## config.mk

```make
export PLATFORM = sky130hd
export DESIGN_NAME = bank_adr_walker_flat
export DESIGN_NICKNAME = d
export VERILOG_FILES = /design/src/rtl/bank_adr_walker_if.sv /design/src/rtl/bank_adr_walker.sv /design/src/flat_wrapper.sv
export SDC_FILE = /design/constraint.sdc
export NUM_CORES = 1
export LEC_CHECK = 0
export BUFFER_PORTS_ARGS = -buffer_cell sky130_fd_sc_hd__buf_2
export CAP_MARGIN = 20
export CORE_AREA = 5 5 195 197
export CTS_BUF_LIST = sky130_fd_sc_hd__clkbuf_4
export DETAILED_ROUTE_END_ITERATION = 10
export DIE_AREA = 0 0 200 202
export REMOVE_ABC_BUFFERS = 1
export SETUP_SLACK_MARGIN = 0.4
export SLEW_MARGIN = 20
export SYNTH_ARGS = -nofsm -noshare
export SYNTH_HDL_FRONTEND = slang
export SYNTH_SLANG_ARGS = --single-unit
```

## constraint.sdc

```tcl
create_clock -name clk -period 2.6 [get_ports clk]
set_input_delay 0.39 -clock clk [delete_from_list [all_inputs] [get_ports clk]]
set_output_delay 0.39 -clock clk [all_outputs]
set_load 0.02 [all_outputs]
```

## src/rtl/bank_adr_walker_if.sv

```systemverilog
// Handshake bundle for bank_adr_walker: the walk request channel and the
// global-address output channel. The walker connects through the slave modport.
interface bank_adr_walker_if #(
  parameter int BANK_IDX_W         = 4,
  parameter int LOG2_MAX_PARTITION = 2,
  parameter int BANK_ADR_WIDTH     = 32,
  parameter int CNT_W              = 16,
  parameter int XMEM_AW            = 32
);
  logic                          start_valid;
  logic                          start_ready;
  logic [BANK_IDX_W-1:0]         start_bankIdx;
  logic [LOG2_MAX_PARTITION-1:0] start_partIdx;
  logic [BANK_ADR_WIDTH-1:0]     start_bankAdr;
  logic [CNT_W-1:0]              start_count;

  logic                          out_valid;
  logic                          out_ready;
  logic [XMEM_AW-1:0]            out_adr;
  logic [BANK_ADR_WIDTH-1:0]     out_bankAdr;
  logic                          out_last;

  modport master (
    output start_valid, start_bankIdx, start_partIdx, start_bankAdr, start_count,
    output out_ready,
    input  start_ready,
    input  out_valid, out_adr, out_bankAdr, out_last
  );

  modport slave (
    input  start_valid, start_bankIdx, start_partIdx, start_bankAdr, start_count,
    input  out_ready,
    output start_ready,
    output out_valid, out_adr, out_bankAdr, out_last
  );
endinterface

```

## src/rtl/bank_adr_walker.sv

```systemverilog
// Inverse xcache bank-address map: walks a bank-local range one word at a time
// and emits the global XMEM address of each word (SCALAR interleave or ARRAY blocks).
module bank_adr_walker #(
  parameter string RANGE_TYPE         = "SCALAR",
  parameter int    BANK_ADR_WIDTH     = 32,
  parameter int    BANK_IDX_W         = 4,
  parameter int    CNT_W              = 16,
  parameter int    XMEM_AW            = 32,
  parameter int    MAX_PARTITION      = 4,
  parameter int    LOG2_MAX_PARTITION = 2,
  parameter int    BANK_NUM           = 4
) (
  input  logic                                   clk,
  input  logic                                   rst,
  bank_adr_walker_if.slave                       bus,
  input  logic                                   abort,
  input  logic [MAX_PARTITION-1:0][XMEM_AW-1:0]  subRangeStart,
  input  logic [MAX_PARTITION-1:0][XMEM_AW-1:0]  subBankStart,
  input  logic [MAX_PARTITION-1:0][XMEM_AW-1:0]  subBankSize,
  output logic                                   busy
);

  localparam bit IS_SCALAR = (RANGE_TYPE == "SCALAR");
  localparam int SHW       = (XMEM_AW > 1) ? $clog2(XMEM_AW) : 1;

  localparam logic [BANK_ADR_WIDTH-1:0] ALIGN_B    = ~BANK_ADR_WIDTH'(3);
  localparam logic [BANK_ADR_WIDTH-1:0] FOUR_B     = BANK_ADR_WIDTH'(4);
  localparam logic [XMEM_AW-1:0]        BANK_NUM_X = XMEM_AW'(BANK_NUM);
  localparam logic [XMEM_AW-1:0]        STEP_X     = XMEM_AW'(4 * BANK_NUM);
  localparam logic [CNT_W-1:0]          CNT_ONE    = CNT_W'(1);
  localparam logic [CNT_W-1:0]          CNT_TWO    = CNT_W'(2);

  typedef enum logic [1:0] {IDLE, SETUP, RUN} state_t;

  state_t                    state_reg;
  logic                      start_ready_reg;
  logic                      busy_reg;
  logic                      out_valid_reg;
  logic                      out_last_reg;
  logic [XMEM_AW-1:0]        out_adr_reg;
  logic [BANK_ADR_WIDTH-1:0] out_bank_adr_reg;

  logic [BANK_IDX_W-1:0]     bank_idx_reg;
  logic [BANK_ADR_WIDTH-1:0] bank_adr_reg;
  logic [BANK_ADR_WIDTH-1:0] local_reg;
  logic [CNT_W-1:0]          count_reg;
  logic [XMEM_AW-1:0]        range_start_reg;
  logic [XMEM_AW-1:0]        bank_start_reg;
  logic [XMEM_AW-1:0]        bank_size_reg;
  logic [XMEM_AW-1:0]        base_reg;

  logic [LOG2_MAX_PARTITION-1:0] part_sel;

  logic [XMEM_AW-1:0]        first_adr;
  logic [XMEM_AW-1:0]        first_base;
  logic [BANK_ADR_WIDTH-1:0] first_local;
  logic [BANK_ADR_WIDTH-1:0] first_bank_adr;
  logic [XMEM_AW-1:0]        next_adr;
  logic [BANK_ADR_WIDTH-1:0] next_local;
  logic [BANK_ADR_WIDTH-1:0] next_bank_adr;

  // ARRAY mode has a single config entry, so the partition index is ignored there.
  assign part_sel = IS_SCALAR ? bus.start_partIdx : '0;

  generate
    if (IS_SCALAR) begin : g_scalar
      logic [BANK_ADR_WIDTH-1:0] sbs_b;
      logic                      unused_cfg;

      assign sbs_b          = BANK_ADR_WIDTH'(bank_start_reg);
      assign first_local    = bank_adr_reg & ~sbs_b & ALIGN_B;
      // Constant multiply, only evaluated for the first word; later words just add STEP_X.
      assign first_adr      = ((XMEM_AW'(first_local >> 2) * BANK_NUM_X)
                              + XMEM_AW'(bank_idx_reg)) << 2;
      assign first_base     = '0;
      assign first_bank_adr = first_local | sbs_b;
      assign next_local     = local_reg + FOUR_B;
      assign next_bank_adr  = (next_local & ALIGN_B) | sbs_b;
      assign next_adr       = out_adr_reg + STEP_X;
      assign unused_cfg     = ^{range_start_reg, bank_size_reg, base_reg};
    end else begin : g_array
      logic [XMEM_AW-1:0]        mask;
      logic [BANK_ADR_WIDTH-1:0] mask_b;
      logic [SHW-1:0]            sh;
      logic                      unused_cfg;

      assign mask   = bank_size_reg - XMEM_AW'(1);
      assign mask_b = BANK_ADR_WIDTH'(mask);

      // Highest set bit of the (power-of-two) bank size gives the bank-index shift.
      always_comb begin
        sh = '0;
        for (int i = 0; i < XMEM_AW; i++) begin
          if (bank_size_reg[i]) sh = SHW'(i);
        end
      end

      assign first_base     = range_start_reg | (XMEM_AW'(bank_idx_reg) << sh);
      assign first_local    = bank_adr_reg & ALIGN_B & mask_b;
      assign first_adr      = first_base | XMEM_AW'(first_local);
      assign first_bank_adr = first_local;
      // Masking keeps the walk inside the bank: it wraps rather than touching the index bits.
      assign next_local     = (local_reg + FOUR_B) & mask_b;
      assign next_adr       = base_reg | XMEM_AW'(next_local);
      assign next_bank_adr  = next_local;
      assign unused_cfg     = ^{bank_start_reg};
    end
  endgenerate

  always_ff @(posedge clk) begin
    if (rst) begin
      state_reg        <= IDLE;
      start_ready_reg  <= 1'b0;
      busy_reg         <= 1'b0;
      out_valid_reg    <= 1'b0;
      out_last_reg     <= 1'b0;
      out_adr_reg      <= '0;
      out_bank_adr_reg <= '0;
      bank_idx_reg     <= '0;
      bank_adr_reg     <= '0;
      local_reg        <= '0;
      count_reg        <= '0;
      range_start_reg  <= '0;
      bank_start_reg   <= '0;
      bank_size_reg    <= '0;
      base_reg         <= '0;
    end else begin
      case (state_reg)
        IDLE: begin
          start_ready_reg <= 1'b1;
          if (bus.start_valid && start_ready_reg) begin
            state_reg       <= SETUP;
            start_ready_reg <= 1'b0;
            busy_reg        <= 1'b1;
            bank_idx_reg    <= bus.start_bankIdx;
            bank_adr_reg    <= bus.start_bankAdr;
            count_reg       <= bus.start_count;
            range_start_reg <= subRangeStart[part_sel];
            bank_start_reg  <= subBankStart[part_sel];
            bank_size_reg   <= subBankSize[part_sel];
          end
        end

        SETUP: begin
          if (abort || (count_reg == '0)) begin
            state_reg       <= IDLE;
            start_ready_reg <= 1'b1;
            busy_reg        <= 1'b0;
          end else begin
            state_reg        <= RUN;
            out_valid_reg    <= 1'b1;
            out_last_reg     <= (count_reg == CNT_ONE);
            out_adr_reg      <= first_adr;
            out_bank_adr_reg <= first_bank_adr;
            local_reg        <= first_local;
            base_reg         <= first_base;
          end
        end

        RUN: begin
          if (abort || (bus.out_ready && out_last_reg)) begin
            state_reg       <= IDLE;
            start_ready_reg <= 1'b1;
            busy_reg        <= 1'b0;
            out_valid_reg   <= 1'b0;
            out_last_reg    <= 1'b0;
          end else if (bus.out_ready) begin
            count_reg        <= count_reg - CNT_ONE;
            out_last_reg     <= (count_reg == CNT_TWO);
            out_adr_reg      <= next_adr;
            out_bank_adr_reg <= next_bank_adr;
            local_reg        <= next_local;
          end
        end

        default: begin
          state_reg       <= IDLE;
          start_ready_reg <= 1'b0;
          busy_reg        <= 1'b0;
          out_valid_reg   <= 1'b0;
          out_last_reg    <= 1'b0;
        end
      endcase
    end
  end

  assign bus.start_ready = start_ready_reg;
  assign bus.out_valid   = out_valid_reg;
  assign bus.out_last    = out_last_reg;
  assign bus.out_adr     = out_adr_reg;
  assign bus.out_bankAdr = out_bank_adr_reg;
  assign busy            = busy_reg;

endmodule
```

## src/flat_wrapper.sv

```systemverilog
// flat-port wrapper written by rule: the top's interface ports become plain ports
module bank_adr_walker_flat 
#(
  parameter string RANGE_TYPE         = "      ",
  parameter int    BANK_ADR_WIDTH     = 32,
  parameter int    BANK_IDX_W         = 4,
  parameter int    CNT_W              = 16,
  parameter int    XMEM_AW            = 32,
  parameter int    MAX_PARTITION      = 4,
  parameter int    LOG2_MAX_PARTITION = 2,
  parameter int    BANK_NUM           = 4
)
  (clk, rst, abort, subRangeStart, subBankStart, subBankSize, busy, bus_start_valid, bus_start_bankIdx, bus_start_partIdx, bus_start_bankAdr, bus_start_count, bus_out_ready, bus_start_ready, bus_out_valid, bus_out_adr, bus_out_bankAdr, bus_out_last);
  bank_adr_walker_if #(.BANK_IDX_W(BANK_IDX_W), .LOG2_MAX_PARTITION(LOG2_MAX_PARTITION), .BANK_ADR_WIDTH(BANK_ADR_WIDTH), .CNT_W(CNT_W), .XMEM_AW(XMEM_AW)) bus_i ();
  input  logic clk;
  input  logic rst;
  input  logic abort;
  input  logic [MAX_PARTITION-1:0][XMEM_AW-1:0] subRangeStart;
  input  logic [MAX_PARTITION-1:0][XMEM_AW-1:0] subBankStart;
  input  logic [MAX_PARTITION-1:0][XMEM_AW-1:0] subBankSize;
  output logic busy;
  input wire logic [$bits(bus_i.start_valid)-1:0] bus_start_valid;
  input wire logic [$bits(bus_i.start_bankIdx)-1:0] bus_start_bankIdx;
  input wire logic [$bits(bus_i.start_partIdx)-1:0] bus_start_partIdx;
  input wire logic [$bits(bus_i.start_bankAdr)-1:0] bus_start_bankAdr;
  input wire logic [$bits(bus_i.start_count)-1:0] bus_start_count;
  input wire logic [$bits(bus_i.out_ready)-1:0] bus_out_ready;
  output wire logic [$bits(bus_i.start_ready)-1:0] bus_start_ready;
  output wire logic [$bits(bus_i.out_valid)-1:0] bus_out_valid;
  output wire logic [$bits(bus_i.out_adr)-1:0] bus_out_adr;
  output wire logic [$bits(bus_i.out_bankAdr)-1:0] bus_out_bankAdr;
  output wire logic [$bits(bus_i.out_last)-1:0] bus_out_last;
  assign bus_i.start_valid = bus_start_valid;
  assign bus_i.start_bankIdx = bus_start_bankIdx;
  assign bus_i.start_partIdx = bus_start_partIdx;
  assign bus_i.start_bankAdr = bus_start_bankAdr;
  assign bus_i.start_count = bus_start_count;
  assign bus_i.out_ready = bus_out_ready;
  assign bus_start_ready = bus_i.start_ready;
  assign bus_out_valid = bus_i.out_valid;
  assign bus_out_adr = bus_i.out_adr;
  assign bus_out_bankAdr = bus_i.out_bankAdr;
  assign bus_out_last = bus_i.out_last;
  bank_adr_walker #(.RANGE_TYPE(RANGE_TYPE), .BANK_ADR_WIDTH(BANK_ADR_WIDTH), .BANK_IDX_W(BANK_IDX_W), .CNT_W(CNT_W), .XMEM_AW(XMEM_AW), .MAX_PARTITION(MAX_PARTITION), .LOG2_MAX_PARTITION(LOG2_MAX_PARTITION), .BANK_NUM(BANK_NUM)) u_core (.clk(clk), .rst(rst), .bus(bus_i), .abort(abort), .subRangeStart(subRangeStart), .subBankStart(subBankStart), .subBankSize(subBankSize), .busy(busy));
endmodule
```

* Yosys cells after proc, flatten, opt, wreduce, memory -nomap -nowiden
Index checks and enable logic that the tools add are counted.
W data, S select, Z words.
** Operators by class
- Add/sub/neg operators :: 3
- $mul :: 0
- Divide/modulo/power cells :: 0
- Magnitude comparators :: 0
- Equal/unequal tests :: 11
- Shift-type cells :: 1
- Multiplexer cells :: 61
- Bitwise logic cells :: 7
- Reduce and logical (&&, ||, !) cells :: 17
** Operators with widths (number)
- $mux W32 :: 6
- $mux W5 :: 30
- $pmux W32 S2 :: 2
- $or A32 B32 Y32 :: 3
- $and A32 B32 Y32 :: 2
- $mux W16 :: 3
- $add A32 B3 Y32 const B :: 1
- $pmux W16 S2 :: 1
- $shl A4 B5 Y32 :: 1
- $sub A32 B1 Y32 const B :: 1
- $eq A16 B1 Y1 const B :: 1
- $eq A16 B2 Y1 const B :: 1
- $logic_not A16 Y1 :: 1
- $sub A16 B1 Y16 const B :: 1
- $pmux W1 S3 :: 4
- $mux W1 :: 11
- $reduce_and A3 Y1 :: 3
- $reduce_and A2 Y1 :: 4
- $reduce_and A4 Y1 :: 2
- $mux W2 :: 3
- $ne A2 B1 Y1 const B :: 3
- $ne A2 B2 Y1 const B :: 3
- $pmux W2 S3 :: 1
- $reduce_bool A2 Y1 :: 2
- other kinds (7) :: 10
** Storage, ports and cells
- Register bits after elaboration :: 218
- Latch bits :: 0
- Memory bits (writable) :: 0
- Memory bits (read-only) :: 0
- Output and inout bits :: 68
- Word-level logic and storage cells :: 113
- Memories kept :: 0

* Depth between registers and ports, before layout
- Depth in word-level cells :: 36
- Depth in mapped cells :: 13
- Gate-level depth less buffers :: 10

* Worst setup path after synthesis
No wires, ideal clock.
- Path type :: reg-to-reg
- Start :: register u_core.bus.out_bankAdr[7] (netlist name)
- End :: register u_core.out_adr_reg[29] (netlist: u_core.bus.out_adr[29])
- Arrival time :: 2465 ps
- Data required time :: 2453 ps
- Setup slack :: -12 ps
- Cell stages (with the launch flop) :: 8
- Path buffers :: 0
- Clock period less this slack :: 2612 ps
- Cell sequence :: dfxtp_1 nand3_1 nor4_4 nand4_2 or2_2 xnor2_1 a2111oi_0 a2111oi_2
** RTL lines
- end signal: assignment :: RTL line bank_adr_walker.sv:153 : out_adr_reg <= first_adr;
- end signal: assignment :: RTL line bank_adr_walker.sv:170 : out_adr_reg <= next_adr;
- end: declaration :: RTL line bank_adr_walker.sv:40 : logic [XMEM_AW-1:0] out_adr_reg;

* Final worst setup path
- Start :: register u_core.bank_size_reg[12]
- End :: register u_core.out_adr_reg[13] (netlist: u_core.bus.out_adr[13])
** On the way
- Word-level cells in the longest chain between the ends :: 25
- Elaborated cells on any way between the ends :: 31
- Those cells by class :: add/sub (1); shift (1); mux (24); bitwise (5)
** Ends and longest elaborated chain
- start: declaration :: RTL line bank_adr_walker.sv:49 : logic [XMEM_AW-1:0] bank_size_reg;
- start signal: assignment :: RTL line bank_adr_walker.sv:140 : bank_size_reg <= subBankSize[part_sel];
- $mux W5 (20 in a row) :: RTL line bank_adr_walker.sv:94 : if (bank_size_reg[i]) sh = SHW'(i);
- $shl A4 B5 Y32 :: RTL line bank_adr_walker.sv:98 : assign first_base = range_start_reg | (XMEM_AW'(bank_idx_reg) << sh);
- $or A32 B32 Y32 :: RTL line bank_adr_walker.sv:98
- $or A32 B32 Y32 :: RTL line bank_adr_walker.sv:100 : assign first_adr = first_base | XMEM_AW'(first_local);
- $mux W32 :: RTL line bank_adr_walker.sv:145 : if (abort || (count_reg == '0)) begin
- $pmux W32 S2 * :: RTL line bank_adr_walker.sv:128 : case (state_reg)
Mark *: on every way between the ends. The rest lies on a longest branch, timed or not. The select of a mux whose other input is x is not followed.
A chain may end at the register's enable or synchronous reset.

==> flow_metrics.tcl <==
set metrics [dict create \
    drtIter0Drc 742 \
    synth-seq-cells 216 \
    drive_gt1_share_pct 40.13 \
    fp.dieW_um 200 \
    cp.required_ps 3230 \
    ys.warnings.count 0 \
    synth_xor_xnor_area_share_pct 3.993 \
    timing.slew.headroom_pct 48.86 \
    fin_area_um2 17970 \
    clk_pin_slew_worst_paths_ps 60 \
    remaining_drc_errors 0 \
    vdd_drop_max_mv 0.4234 \
    synth_edf_count 0 \
    hold_viol 0 \
    worst_r2r_startpoint "u_core.bank_size_reg[12]" \
    finalClockSkew_ps 51.63 \
    fin_crit_sh_pct 102.0 \
    power.switching_mw 4.710 \
    internal-power_mw 7.629 \
    fin_crit_ps 2652 \
    synth_adder_area_share_pct 1.027 \
    num_vias 12700 \
    clockBufferDepth 3 \
    max_stage_delay_ps 370 \
    power_frac_seq_pct 31.2 \
    violations "negative setup slack" \
    cap_violations 0 \
    grt_pass1_vias 12330 \
    clock-sinks 216 \
    mostFrequentLayoutCell "nand2_1" \
    worst_setup_path_end_kind "flip-flop" \
    hold-path-endpoint "u_core.range_start_reg[9]" \
    reg2reg_depth 11 \
    avgSynthCellArea_um2 7.558 \
    wl_met1_um 19570 \
    yosys.cell_types.count 79 \
    synth_top_family_by_area "simple AND/OR/NAND/NOR gates" \
    dieHeight_um 202 \
    routedWlPerCell_um 17.95 \
    ys_seq_area_share_pct 39.43 \
    path_max_fanout 8 \
    comb_power_share_pct 43.5 \
    first_pass_iters 5 \
    synth-compound-area-share_pct 24.42 \
    fmax_mhz 377.1 \
    io-pin-count 511 \
    drt_wl_total_um 44520 \
    slowest_stage "or3_1" \
    place_congestion 0.8661 \
    design.die.area_um2 40400 \
    async_flop_share_pct 0 \
    fillers 3405 \
    rows 70 \
    nNetsFinal 2416 \
    place_area_um2 13720 \
    whs_ps 58.32 \
    wl_met2_um 21330 \
    syn-cell-area_um2 10970 \
    rsz0062_at_grt "true" \
    synth-simple-area-share_pct 25.25 \
    p_per_area_nw_per_um2 686.7 \
    leakage_nw 7.064 \
    holdPathStages 3 \
    place.port_buffers 186 \
    crit_chain "or3_1 > a221o_1 > a21oi_4 > o311ai_4 > buf_12 > mux2i_4 > buf_6 > o32ai_2 > buf_4 > nor4_4 > nor4_1" \
    final_cell_mix "nand2_1, dfxtp_1, buf_4" \
    finalNonFillerCells 2480 \
    synth.area.mux_share_pct 0.5819 \
    criticalPathCategory "reg -> reg" \
    cts_tree "built" \
    grt_antenna_before_repair 1 \
    cp.arrival_ps 3280 \
    core_um2 36080 \
    place_inst 2197 \
    start_kind "flip-flop" \
    grt_max_degree 114 \
    grt_overflow_total 0 \
    synthesis.instances 1451 \
    fin_ws_ps -51.99 \
    clkPwrFrac_pct 25.3 \
    cts_made_buffers 61 \
    grt_use_total_pct 20.24 \
    worstReg2RegEnd "u_core.bus.out_adr[13]" \
    rrSetupSlack_ps -50 \
    insertion_delay_ps 730 \
    finalSetupViolations 11 \
    max_slew.worst_pin.slew_ps 767.1 \
    start_util_pct 30.39 \
    detailed_place_hpwl_um 29530 \
    status "finished, violations left" \
    clockRootBuffer "clkbuf_4" \
    grt_pass1_wl_um 66480 \
    maxSlewViolCount 0 \
    vias_per_cell 5.122 \
    antenna_left 0 \
    cts_max_level 2 \
    ys.flop_type "dfxtp_1" \
    hp-start "subRangeStart[9]" \
    p_sw_share_pct 38.17 \
    min_path_type "in -> reg" \
    highest_layer "met4" \
    wl_met3_um 2322 \
    syn_to_final_growth_pct 63.84 \
]
## area by class of cell
cell class	instances	area (um^2)	share of cell area, %
Inverter	36	137.6	0.7660
Clock inverter	19	85.08	0.4735
Multi-Input combinational cell	1092	7705	42.88
Clock buffer	91	683.2	3.802
Sequential cell	216	4364	24.29
Timing Repair Buffer	557	4405	24.52
Tap cell	468	585.6	3.259
Antenna cell	1	2.502	0.01393
## cells by family (layout without fill, tap and decap cells)
| kind of cell | after synthesis | after routing |
|---|---|---|
| mux | 6 | 6 |
| buf+inv | 144 | 703 |
| flops | 216 | 216 |
| other cells | 0 | 1 |
| compound gates | 419 | 419 |
| xor+xnor | 50 | 50 |
| simple gates | 607 | 608 |
| fa+ha+maj | 9 | 9 |
## worst max path at each step
stage | startpoint | to | slack (ps) | depth (start not counted)
after CTS | u_core.bank_size_reg[12] | u_core.bus.out_adr[26] | -40 | 10
after detailed placement | u_core.bank_size_reg[20] | u_core.bus.out_adr[11] | -340 | 10
after floorplan | u_core.state_reg[0] | u_core.bus.out_adr[5] | -5830 | 10
after global placement | u_core.bank_size_reg[20] | u_core.bus.out_adr[11] | -350 | 10
after global routing | u_core.bank_size_reg[12] | u_core.base_reg[27] | -160 | 12
final | u_core.bank_size_reg[12] | u_core.bus.out_adr[13] | -50 | 11
## cell usage after synthesis, types with 6 or more instances
cell type	count	area share, %
a21o_1	9	0.62
inv_1	35	1.2
or4_1	7	0.48
buf_1	12	0.41
clkbuf_1	73	2.5
a311oi_1	14	1.1
a211oi_1	50	3.4
o41ai_1	8	0.64
xnor2_1	28	2.2
or3_1	11	0.63
o211ai_1	6	0.41
nand4_1	10	0.57
nor4_1	25	1.4
a21oi_1	176	8.0
o21ai_0	64	2.9
o22ai_1	8	0.46
buf_2	20	0.91
xor2_1	22	1.8
nand3_1	28	1.3
a221oi_1	7	0.56
nor3_1	63	2.9
nand2b_1	9	0.51
nor2_1	140	4.8
o31ai_1	14	0.96
ha_1	9	1.0
nand2_1	273	9.3
dfxtp_1	216	39
a31oi_1	7	0.40
## per-stage QoR
stage	worst slack, ps	util, %	setup TNS [ps]	power (mW)
after detailed placement	-336.7	38.01	-4490	7.437
after CTS	-35.06	47.13	-82.11	11.74
after floorplan	-5825	-	-426070	5.635
after global placement	-351.5	38.01	-4403	7.392
after global routing	-164.7	49.80	-3196	12.97
final	-51.99	49.80	-354.3	12.34
## timing repair
item                       in CTS  in global routing
gates cloned                    1                  1
setup endpoints to repair      95                103
gates resized for setup       246                158
hold endpoints to repair      117                  0
hold buffers                  112                  0
pin swaps                     103                 77
buffers inserted               38                 20
## power groups by stage
stage / Combinational (mW) / Clock [mW] / Sequential, mW
finish: 5.37 / 3.12 / 3.85
global placement: 3.52 / 0 / 3.87
detailed placement: 3.56 / 0 / 3.88
floorplan: 1.67 / 0 / 3.96
CTS: 4.70 / 3.22 / 3.82
global route: 5.71 / 3.38 / 3.88
## per-layer routing
metal,track usage (%),vias up
met5,0,-
met4,6.332,0
met3,2.917,86
met2,33.70,404
met1,26.99,6001
li1,-,6212
## worst max-delay path: cells and delay by family (launching register included)
family | cells | cell delay (ps)
muxes | 1 | 220
and+or+nand+nor | 3 | 660
AOI/OAI and AO/OA | 4 | 860
DFF | 1 | 300
buffers and inverters | 3 | 520
(Power assumes the default switching activity.)
